**src/rtl/seq_control_unit.sv**
```systemverilog
// seq_control_unit: multi-cycle fetch/decode/execute sequencer for the
// 24-bit-instruction, 16-bit-data processor.
//
// Flow: IDLE -> FETCH -> LOAD -> DECODE -> {EXEC | MEM [-> WB] | JUMP retire}
// followed by an instruction-boundary check that either fetches the next
// instruction or returns to IDLE.
//
// All outputs come from registers (state, pc, err, retired, mem_wr), so
// there is no combinational path from any input to any output.
//
// Optional feature macro: SEQ_SINGLE_STEP_EN
//   defined   -> every boundary returns to IDLE, so one run pulse executes
//                exactly one instruction.
//   undefined -> continuous execution until stop is seen at a boundary.

module seq_control_unit #(
    parameter int PC_W        = 6,
    parameter int MEM_TIMEOUT = 16   // 1..255 cycles in MEM before abort
) (
    input  logic            clk,
    input  logic            rst_n,
    input  logic            run,
    input  logic            stop,
    output logic            imem_req,
    output logic [PC_W-1:0] imem_addr,
    input  logic            imem_valid,
    output logic            ir_load,
    input  logic [3:0]      opcode,
    input  logic [5:0]      jmp_addrs,
    output logic            alu_en,
    output logic            rf_we,
    output logic            dmem_req,
    output logic            dmem_we,
    input  logic            dmem_ack,
    output logic [PC_W-1:0] pc,
    output logic            busy,
    output logic            err,
    output logic [15:0]     retired
);

    localparam logic [3:0] OP_RED  = 4'b1101;
    localparam logic [3:0] OP_WRT  = 4'b1110;
    localparam logic [3:0] OP_JUMP = 4'b1111;

    // Last MEM cycle index before the timeout abort fires.
    localparam logic [7:0] MEM_CNT_LAST = 8'(MEM_TIMEOUT - 1);

    typedef enum logic [2:0] {
        S_IDLE,
        S_FETCH,
        S_LOAD,
        S_DECODE,
        S_EXEC,
        S_MEM,
        S_WB
    } state_t;

    state_t          state;
    state_t          state_nx;
    state_t          boundary_nx;
    logic            mem_wr;      // captured in DECODE: 1 = WRT, 0 = RED
    logic [7:0]      mem_cnt;     // cycles already spent in MEM
    logic            pc_inc;
    logic            pc_jump;
    logic            retire;
    logic            set_err;
    logic            clr_err;
    logic [PC_W-1:0] jmp_pc;

    assign jmp_pc = PC_W'(jmp_addrs);

    // Where an instruction boundary goes next.
`ifdef SEQ_SINGLE_STEP_EN
    assign boundary_nx = S_IDLE;
`else
    assign boundary_nx = stop ? S_IDLE : S_FETCH;
`endif

    // Next-state and datapath-control decode.
    always_comb begin
        // NOTE: every signal gets a default before the case so that no path
        // leaves a value unassigned; a missing default here infers a latch.
        state_nx = state;
        pc_inc   = 1'b0;
        pc_jump  = 1'b0;
        retire   = 1'b0;
        set_err  = 1'b0;
        clr_err  = 1'b0;

        case (state)
            S_IDLE: begin
                if (run) begin
                    state_nx = S_FETCH;
                    clr_err  = 1'b1;
                end
            end
            S_FETCH: begin
                if (imem_valid) begin
                    state_nx = S_LOAD;
                end
            end
            S_LOAD: begin
                state_nx = S_DECODE;
            end
            S_DECODE: begin
                if (opcode == OP_JUMP) begin
                    pc_jump  = 1'b1;
                    retire   = 1'b1;
                    state_nx = boundary_nx;
                end else if (opcode == OP_RED || opcode == OP_WRT) begin
                    state_nx = S_MEM;
                end else begin
                    state_nx = S_EXEC;
                end
            end
            S_EXEC: begin
                pc_inc   = 1'b1;
                retire   = 1'b1;
                state_nx = boundary_nx;
            end
            S_MEM: begin
                // An ack on the final allowed cycle still completes normally.
                if (dmem_ack) begin
                    if (mem_wr) begin
                        pc_inc   = 1'b1;
                        retire   = 1'b1;
                        state_nx = boundary_nx;
                    end else begin
                        state_nx = S_WB;
                    end
                end else if (mem_cnt == MEM_CNT_LAST) begin
                    set_err  = 1'b1;
                    state_nx = S_IDLE;
                end
            end
            S_WB: begin
                pc_inc   = 1'b1;
                retire   = 1'b1;
                state_nx = boundary_nx;
            end
            default: begin
                state_nx = S_IDLE;
            end
        endcase
    end

    // State register; reset drops every strobe immediately.
    always_ff @(posedge clk or negedge rst_n) begin
        // NOTE: sequential state uses non-blocking assignments so every
        // register samples pre-edge values regardless of statement order.
        if (!rst_n) begin
            state <= S_IDLE;
        end else begin
            state <= state_nx;
        end
    end

    // Program counter, retired-instruction count and sticky error flag.
    always_ff @(posedge clk or negedge rst_n) begin
        if (!rst_n) begin
            pc      <= '0;
            retired <= '0;
            err     <= 1'b0;
        end else begin
            if (pc_jump) begin
                pc <= jmp_pc;
            end else if (pc_inc) begin
                pc <= pc + PC_W'(1);
            end
            if (retire) begin
                retired <= retired + 16'd1;
            end
            if (set_err) begin
                err <= 1'b1;
            end else if (clr_err) begin
                err <= 1'b0;
            end
        end
    end

    // Memory-access direction capture and MEM-cycle counter.
    always_ff @(posedge clk or negedge rst_n) begin
        if (!rst_n) begin
            mem_wr  <= 1'b0;
            mem_cnt <= '0;
        end else begin
            if (state == S_DECODE) begin
                mem_wr <= (opcode == OP_WRT);
            end
            if (state == S_MEM) begin
                mem_cnt <= mem_cnt + 8'd1;
            end else begin
                mem_cnt <= '0;
            end
        end
    end

    // Strobes decoded purely from registered state.
    assign imem_req  = (state == S_FETCH);
    assign imem_addr = pc;
    assign ir_load   = (state == S_LOAD);
    assign alu_en    = (state == S_EXEC);
    assign rf_we     = (state == S_EXEC) || (state == S_WB);
    assign dmem_req  = (state == S_MEM);
    assign dmem_we   = (state == S_MEM) && mem_wr;
    assign busy      = (state != S_IDLE);

endmodule

```
**config.mk**
```make
export PLATFORM = sky130hd
export DESIGN_NAME = seq_control_unit
export DESIGN_NICKNAME = d
export VERILOG_FILES = /design/src/rtl/seq_control_unit.sv
export SDC_FILE = /design/constraint.sdc
export NUM_CORES = 1
export LEC_CHECK = 0
export CAP_MARGIN = 20
export CORE_UTILIZATION = 30
export DETAILED_ROUTE_END_ITERATION = 12
export HOLD_SLACK_MARGIN = 0.15
export PLACE_DENSITY = 0.65
export SETUP_SLACK_MARGIN = 0.02
export SLEW_MARGIN = 40
export SYNTH_ARGS = -nofsm -noshare
export SYNTH_HDL_FRONTEND = slang
export SYNTH_SLANG_ARGS = --single-unit
```
**constraint.sdc**
```tcl
create_clock -name clk -period 1.94 [get_ports clk]
set_input_delay 0.485 -clock clk [delete_from_list [all_inputs] [get_ports clk]]
set_output_delay 0.485 -clock clk [all_outputs]
set_load 0.05 [all_outputs]
```
* Word level (Yosys, flattened, before mapping)
Cells that the tools add are included.
** Word-level totals
- Output and inout bits :: 36
- Register bits after elaboration :: 35
- Bits of input ports :: 16
- Logic and storage cells :: 56
** Cells by class
- Eq/ne operators :: 13
- Multiplexer cells :: 25
- Reductions and logical operators :: 9
- Add/sub/neg operators :: 3
** Operators by type and width (number)
- 2-to-1 mux 3 bit :: 6
- one-hot mux 3 bit (6 select lines) :: 1
- adder 16 x 1 -> 16 bit, second input constant :: 1
- 2-to-1 mux 1 bit :: 13
- equality test 4 bit, second input constant :: 3
- 2-to-1 mux 6 bit :: 2
- equality test 3 bit, second input constant :: 3
- adder 8 x 1 -> 8 bit, second input constant :: 1
- equality test 8 x 4 -> 1 bit, second input constant :: 1
- 2-to-1 mux 8 bit :: 1
- adder 6 x 1 -> 6 bit, second input constant :: 1
- equality test 3 x 2 -> 1 bit, second input constant :: 2
- nonzero test 2 bit :: 2
- equality test 3 x 1 -> 1 bit, second input constant :: 1
- zero test 3 bit :: 1
- inequality test 3 x 1 -> 1 bit, second input constant :: 1
- one-hot mux 1 bit (3 select lines) :: 1
- AND reduction 3 bit :: 1
- nonzero test 3 bit :: 1
- logical OR 1 bit :: 2
- inequality test 2 x 1 -> 1 bit, second input constant :: 1
- inequality test 2 bit, second input constant :: 1
- one-hot mux 1 bit (2 select lines) :: 1
- OR reduction 2 bit :: 1
- logical AND 1 bit :: 1

* Logic depth before layout (Yosys ltp)
Gate-level depths: netlist of the first run.
- Word-level depth :: 5
- Mapped depth :: 8
- Depth with buffers taken out :: 5

* Worst setup path before layout of the first run
OpenSTA, ideal clock, no wires.
- Path kind :: register to register
- Start point :: register state[0]
- End point :: register state[1]
- Setup time :: 0.121 ns
- Arrival time :: 2.156 ns
- Clock period less this slack :: 2.277 ns
- Required time :: 1.819 ns
- Buffers on the path :: 1
- Stages on the path, launching flop included :: 5
- Slack :: -0.337 ns
- Path through :: dfrtp_1 -> buf_2 -> nor3b_1 -> a22oi_1 -> nor2b_1
** On the way
- Word-level cells in the longest chain between the ends :: 3
- Elaborated cells between the ends (all ways) :: 13
- Classes of those cells :: 9 x eq/ne; 1 x mux; 3 x reduce/logical
** RTL lines
- start: declaration :: line 58 : state_t state;
- start signal: assignment :: line 154 : state <= state_nx;
- equality test 3 x 1 -> 1 bit *
- net imem_req :: line 24 : output logic imem_req,
- inequality test 2 x 1 -> 1 bit (no line)
- AND reduction 3 bit (no line)
The timed path passes the listed nets; every way through them passes the cells marked *.
A chain may end at the register's enable or synchronous reset.

* Worst setup path in the final report of the first run
- Start point :: register state[0]
- End point :: output busy
** On the way
- Word-level cells in the longest chain between the ends :: 1
** RTL lines
- nonzero test 3 bit :: line 206 : assign busy = (state != S_IDLE);
- end: declaration :: line 36 : output logic busy,
No other way between the ends.

==> results.toml, run 1 <==
[clocking]
clock-sinks = 35
clk_pin_slew_worst_paths_ns = 0.07
h-tree-depth = 2
clk_path_buf_depth = 2
clkLatencyLatePin_ns = 0.28
cts_tree = "built"
numCtsBuffers = 5
root_buffer = "clkbuf_8"

[worst_setup_path]
critical_path_arrival_ns = 1.38
end_kind = "output pin"
worstPathRequired_ns = 1.45
r2r_end = "retired[1]"
crit_chain = "or3_4 -> buf_4"
cp-start-kind = "flop"
r2r_setup_slack_ns = 0.18
r2r-start = "state[1]"
cp_max_fo = 8
crit_type = "flop to output pin"
reg2reg_depth = 6
slowest_delay_ns = 0.48
crit_slowest_cell = "dfrtp_2"

[timing]
max_freq_mhz = 535
period_minus_slack_ns = 1.87
whs_ns = 0.468
drv_slew = 0
max-slew-margin-rel = 0.702
post-route-period-util = 0.963
tightest_slew_ns = 0.447
hold_violations = 0
skew_ns = 0.00586
final-setup-viol-count = 0
grt_setup_unrepaired = "no"

[layout]
final_core_util = 0.432
stdcell_count = 313
fin_area_sq_mm = 0.00256
antenna_cells = 0
syn2layout_area_growth_pct = 38.5
final_nets = 256
drive_gt1_frac = 0.319
n_fill_cell = 585

[job]
drv_cap = 0

[pwr]
total_power_mw = 3.52
power_density_mw_per_mm2 = 1380
ir_worst_vdd_v = 0.000846
p_leak_nw = 1.14

[drt]
wl_per_cell_um = 11.8
routed_wl_um = 3680
drc = 0
vias = 1410
drt-initial-drc-count = 35
via_per_inst = 4.50
firstDrtPassIters = 4
final_antenna_net_count = 0

[placement]
dp.cells = 301
portBuffers = 51
place_area_sq_mm = 0.00243
routabilityCongestion = 0.736
place_hpwl_um = 2670

[die]
die-area_sq_mm = 0.00647
core_sq_mm = 0.00592
io_pins = 52
rows = 28
fp.dieW_um = 80.4
start_util = 0.312
die_height_um = 80.4

[yosys]
avgSynthCellArea_sq_um = 10.4
syn_area_sq_mm = 0.00185
yosysMostFrequentCell = "dfrtp_1"
synth_cell_type_count = 39
synth.top_cell.area_share = 0.475
ys_ff_latch = 35
synthCells = 178
synth_nets = 197
ys.warnings.count = 0
synth_top_area_cell = "dfrtp_1"
synthTopCellsByCount = "35 x dfrtp_1, 20 x xnor2_1, 17 x nor2_1"
ys_seq_area_frac = 0.475
async_reset_ff_frac = 1.00
ys_top_cells_by_area = "dfrtp_1 47%, xnor2_1 9.5%, nor2_1 3.5%, xor2_1 3.3%, nand3_2 3.3%"
ys.flop_type = "dfrtp_1"
synth_enable_flop_cells = 0

[min_path]
hold_start = "mem_cnt[0]"
hold_path_class = "flop to flop"
min_to = "mem_cnt[0]"
min_path_cells = 1

[global_routing]
grt.total_usage = 0.127
grt_pass1_vias = 1381
grt_pass1_wl_um = 6290
grt_start_max_net_pins = 36
overflow = 0
antenna_found_initial = 0

[run_status]
status = "completed"
-- layout make-up --
cell class              instances  area (sq um)  area share
flip-flops and latches         35           880       0.344
multi-input cells             126           870       0.340
repair buffers                 65           613       0.240
well taps                      75          93.8      0.0367
clock buffers                   6          72.6      0.0284
inverters                       4          15.0     0.00587
clock inverters                 2          12.5     0.00489
-- what timing repair did --
action / CTS / global route
setup endpoints to repair: 3 / 4
gates cloned: 0 / 0
resized for setup: 2 / 2
hold buffers: 0 / 0
pin swaps: 0 / 1
buffers inserted: 0 / 4
-- sequential cells by signal, summed over array words and instances, names as in the netlist --
name       cells
mem_cnt        8
retired       16
state          3
imem_addr      6
mem_wr         1
err            1
-- critical path: cells and delay by family, from the launching register on --
family / cells / cell delay, ns
flops: 1 / 0.48
buf+inv: 1 / 0.20
simple gates: 1 / 0.42
-- layout by cell type, fill, tap and decap left out, types with 2 or more instances in the layout --
| cell | count |
|---|---|
| clkdlybuf4s50_1 | 15 |
| ha_1 | 3 |
| and3_1 | 9 |
| inv_1 | 4 |
| nor2_1 | 16 |
| clkbuf_8 | 5 |
| nand3_1 | 8 |
| nor2b_1 | 2 |
| buf_12 | 7 |
| o21a_1 | 2 |
| dfrtp_2 | 3 |
| nand4_1 | 7 |
| xor2_1 | 7 |
| o21ai_0 | 4 |
| dfrtp_1 | 32 |
| and2_1 | 3 |
| nand2_1 | 9 |
| a21oi_1 | 9 |
| nand3_2 | 6 |
| nor3b_2 | 2 |
| xnor2_1 | 20 |
| buf_4 | 43 |
-- worst max path at each step --
stage / startpoint / endpoint / slack [ns] / cells past startpoint
6_report: state[0] / busy / 0.07 / 2
5_1_grt: state[0] / busy / 0.03 / 2
4_1_cts: state[0] / busy / 0.03 / 2
3_5_place_dp: dmem_ack / retired[1] / -0.17 / 6
3_3_place_gp: dmem_ack / retired[1] / -0.17 / 6
2_1_floorplan: state[2] / alu_en / 0.07 / 3
-- layer usage --
| metal | global-route usage | up-vias | routed length [um] |
|---|---|---|---|
| met4 | 0.0429 | 0 | 45 |
| met1 | 0.165 | 651 | 1740 |
| met5 | 0 | - | 0 |
| met3 | 0.0386 | 5 | 179 |
| li1 | - | 725 | - |
| met2 | 0.200 | 29 | 1720 |
-- kinds of logic after synthesis --
group / after synthesis / synth area share
AND/OR/NAND/NOR: 74 / 0.237
AO/OA/AOI/OAI: 20 / 0.0637
multiplexers: 2 / 0.0115
XOR/XNOR: 27 / 0.128
buffers and inverters: 17 / 0.0651
adder cells (fa/ha/maj): 3 / 0.0203
flip-flops: 35 / 0.475
-- through the flow --
step | TNS (ns) | worst slack (ns)
final | 0 | 0.0711
after global routing | 0 | 0.0307
after CTS | 0 | 0.0262
after detailed placement | -1.26 | -0.171
after global placement | -1.28 | -0.171
after floorplan | 0 | 0.0696
-- power breakdown --
part	internal (mW)	switching, mW	leakage, nW	total [mW]
clock	0.251	0.258	0.0412	0.509
sequential	0.885	0.223	0.461	1.11
combinational	0.734	1.17	0.637	1.90
Power figures use the tool's default switching activity.
==> inputs of run 2 (changes only) <==
Settings changed: PLACE_DENSITY 0.65 to unset, PLACE_DENSITY_LB_ADDON set to 0.3, REMOVE_ABC_BUFFERS set to 1.
==> results.toml, run 2 (same netlist as run 1, synthesis figures left out) <==
[run_status]
status = "completed"

[worst_setup_path]
critical-path-top-delay-family = "flip-flops"
critical_path_arrival_ns = 1.38
end_kind = "output pin"
crit_type = "flop to output pin"
reg2reg_depth = 5
crit_chain = "or3_1 -> buf_4"
critical_path_buf_inv_count = 1
cp-start-kind = "flop"
worstPathRequired_ns = 1.45
r2r-start = "state[1]"
crit_slowest_cell = "dfrtp_2"
slowest_delay_ns = 0.47
r2r_setup_slack_ns = 0.23
cp_max_fo = 8
r2r_end = "retired[1]"

[layout]
final_cell_mix = "41 x buf_4, 32 x dfrtp_1, 20 x xnor2_1, 16 x nor2_1, 14 x clkdlybuf4s50_1"
regMostFlops = "retired"
final_common_cell = "buf_4"
multiInputGateArea_sq_um = 855
syn2layout_area_growth_pct = 38.4
drive_gt1_frac = 0.309
largest_reg_flops = 16
n_fill_cell = 579
ff_latch_area_sq_um = 880
final_nets = 254
stdcell_count = 311
antenna_cells = 0

[drt]
wl_per_cell_um = 12.2
via_per_inst = 4.60
firstDrtPassIters = 4
drc = 0
final_antenna_net_count = 0
routed_wl_um = 3800
vias = 1432
drt-initial-drc-count = 63

[clocking]
clk_pin_slew_worst_paths_ns = 0.07
h-tree-depth = 2
cts_tree = "built"
root_buffer = "clkbuf_8"
clk_path_buf_depth = 2
clock-sinks = 35
numCtsBuffers = 5
clkLatencyLatePin_ns = 0.28

[timing]
period_minus_slack_ns = 1.87
grt_setup_unrepaired = "yes"
post-route-period-util = 0.963
skew_ns = 0.00730
tightest_slew_ns = 0.436
drv_slew = 0
max-slew-margin-rel = 0.710
max_freq_mhz = 535
final-setup-viol-count = 0
worst_slack_ns = 0.0712
hold_violations = 0

[global_routing]
grt_start_max_net_pins = 36
grt_pass1_vias = 1434
overflow = 0
grt_pass1_wl_um = 6520
antenna_found_initial = 0
grt.total_usage = 0.131

[pwr]
total_power_mw = 3.65
power_density_mw_per_mm2 = 1430
ir_worst_vdd_v = 0.000854
p_leak_nw = 1.15

[die]
fp.dieW_um = 80.4
io_pins = 52
die-area_sq_mm = 0.00647
rows = 28
die_height_um = 80.4
start_util = 0.312
core_sq_mm = 0.00592

[placement]
place_hpwl_um = 2750
routabilityCongestion = 0.723
post-place-ws_ns = -0.162
portBuffers = 51
dp.cells = 302

[job]
drv_cap = 0

[min_path]
hold_path_class = "input pin to asynchronous set/reset pin"
[run 2: metrics by stage]
step	area (sq um)	hold slack (ns)	util	setup TNS, ns
6_report	2550	0.225	0.431	0
4_1_cts	2540	0.240	0.429	0
2_1_floorplan	1740	0.189	-	-2.15
5_1_grt	2550	0.271	0.431	0
3_3_place_gp	2420	0.445	0.409	-1.53
3_5_place_dp	2420	0.460	0.409	-1.13
[run 2: worst max-delay path by stage]
stage,from,slack (ns),endpoint,cells past startpoint
finish,state[0],0.07,busy,2
global route,state[0],0.01,busy,2
CTS,state[2],0.04,alu_en,3
detailed placement,dmem_ack,-0.16,retired[1],6
global placement,dmem_ack,-0.19,retired[1],6
floorplan,state[0],-0.34,state[1],3
[run 2: cell type report]
type,count,share of cell area
Multi-Input combinational cell,126,0.335
Clock buffer,6,0.0323
Timing Repair Buffer,63,0.232
Inverter,4,0.00588
Sequential cell,35,0.344
Clock inverter,2,0.0137
Tap cell,75,0.0367
[run 2: power breakdown]
| group | switching (mW) | internal [mW] | leakage, nW |
|---|---|---|---|
| Sequential | 0.234 | 0.885 | 0.461 |
| Combinational | 1.16 | 0.704 | 0.623 |
| Clock | 0.259 | 0.416 | 0.0612 |
[run 2: per-layer routing]
layer | vias up | wire length [um] | track usage | part of all wire
met5 | - | 0 | 0 | 0
met4 | 0 | 45 | 0.0375 | 0.012
met3 | 6 | 192 | 0.0352 | 0.050
met2 | 35 | 1740 | 0.209 | 0.46
met1 | 675 | 1820 | 0.172 | 0.48
li1 | 716 | - | - | -
[run 2: timing repair]
action                     CTS  global route
hold buffers                 0             0
setup endpoints to repair    3             4
gates resized for setup      3             2
setup buffers                0             1
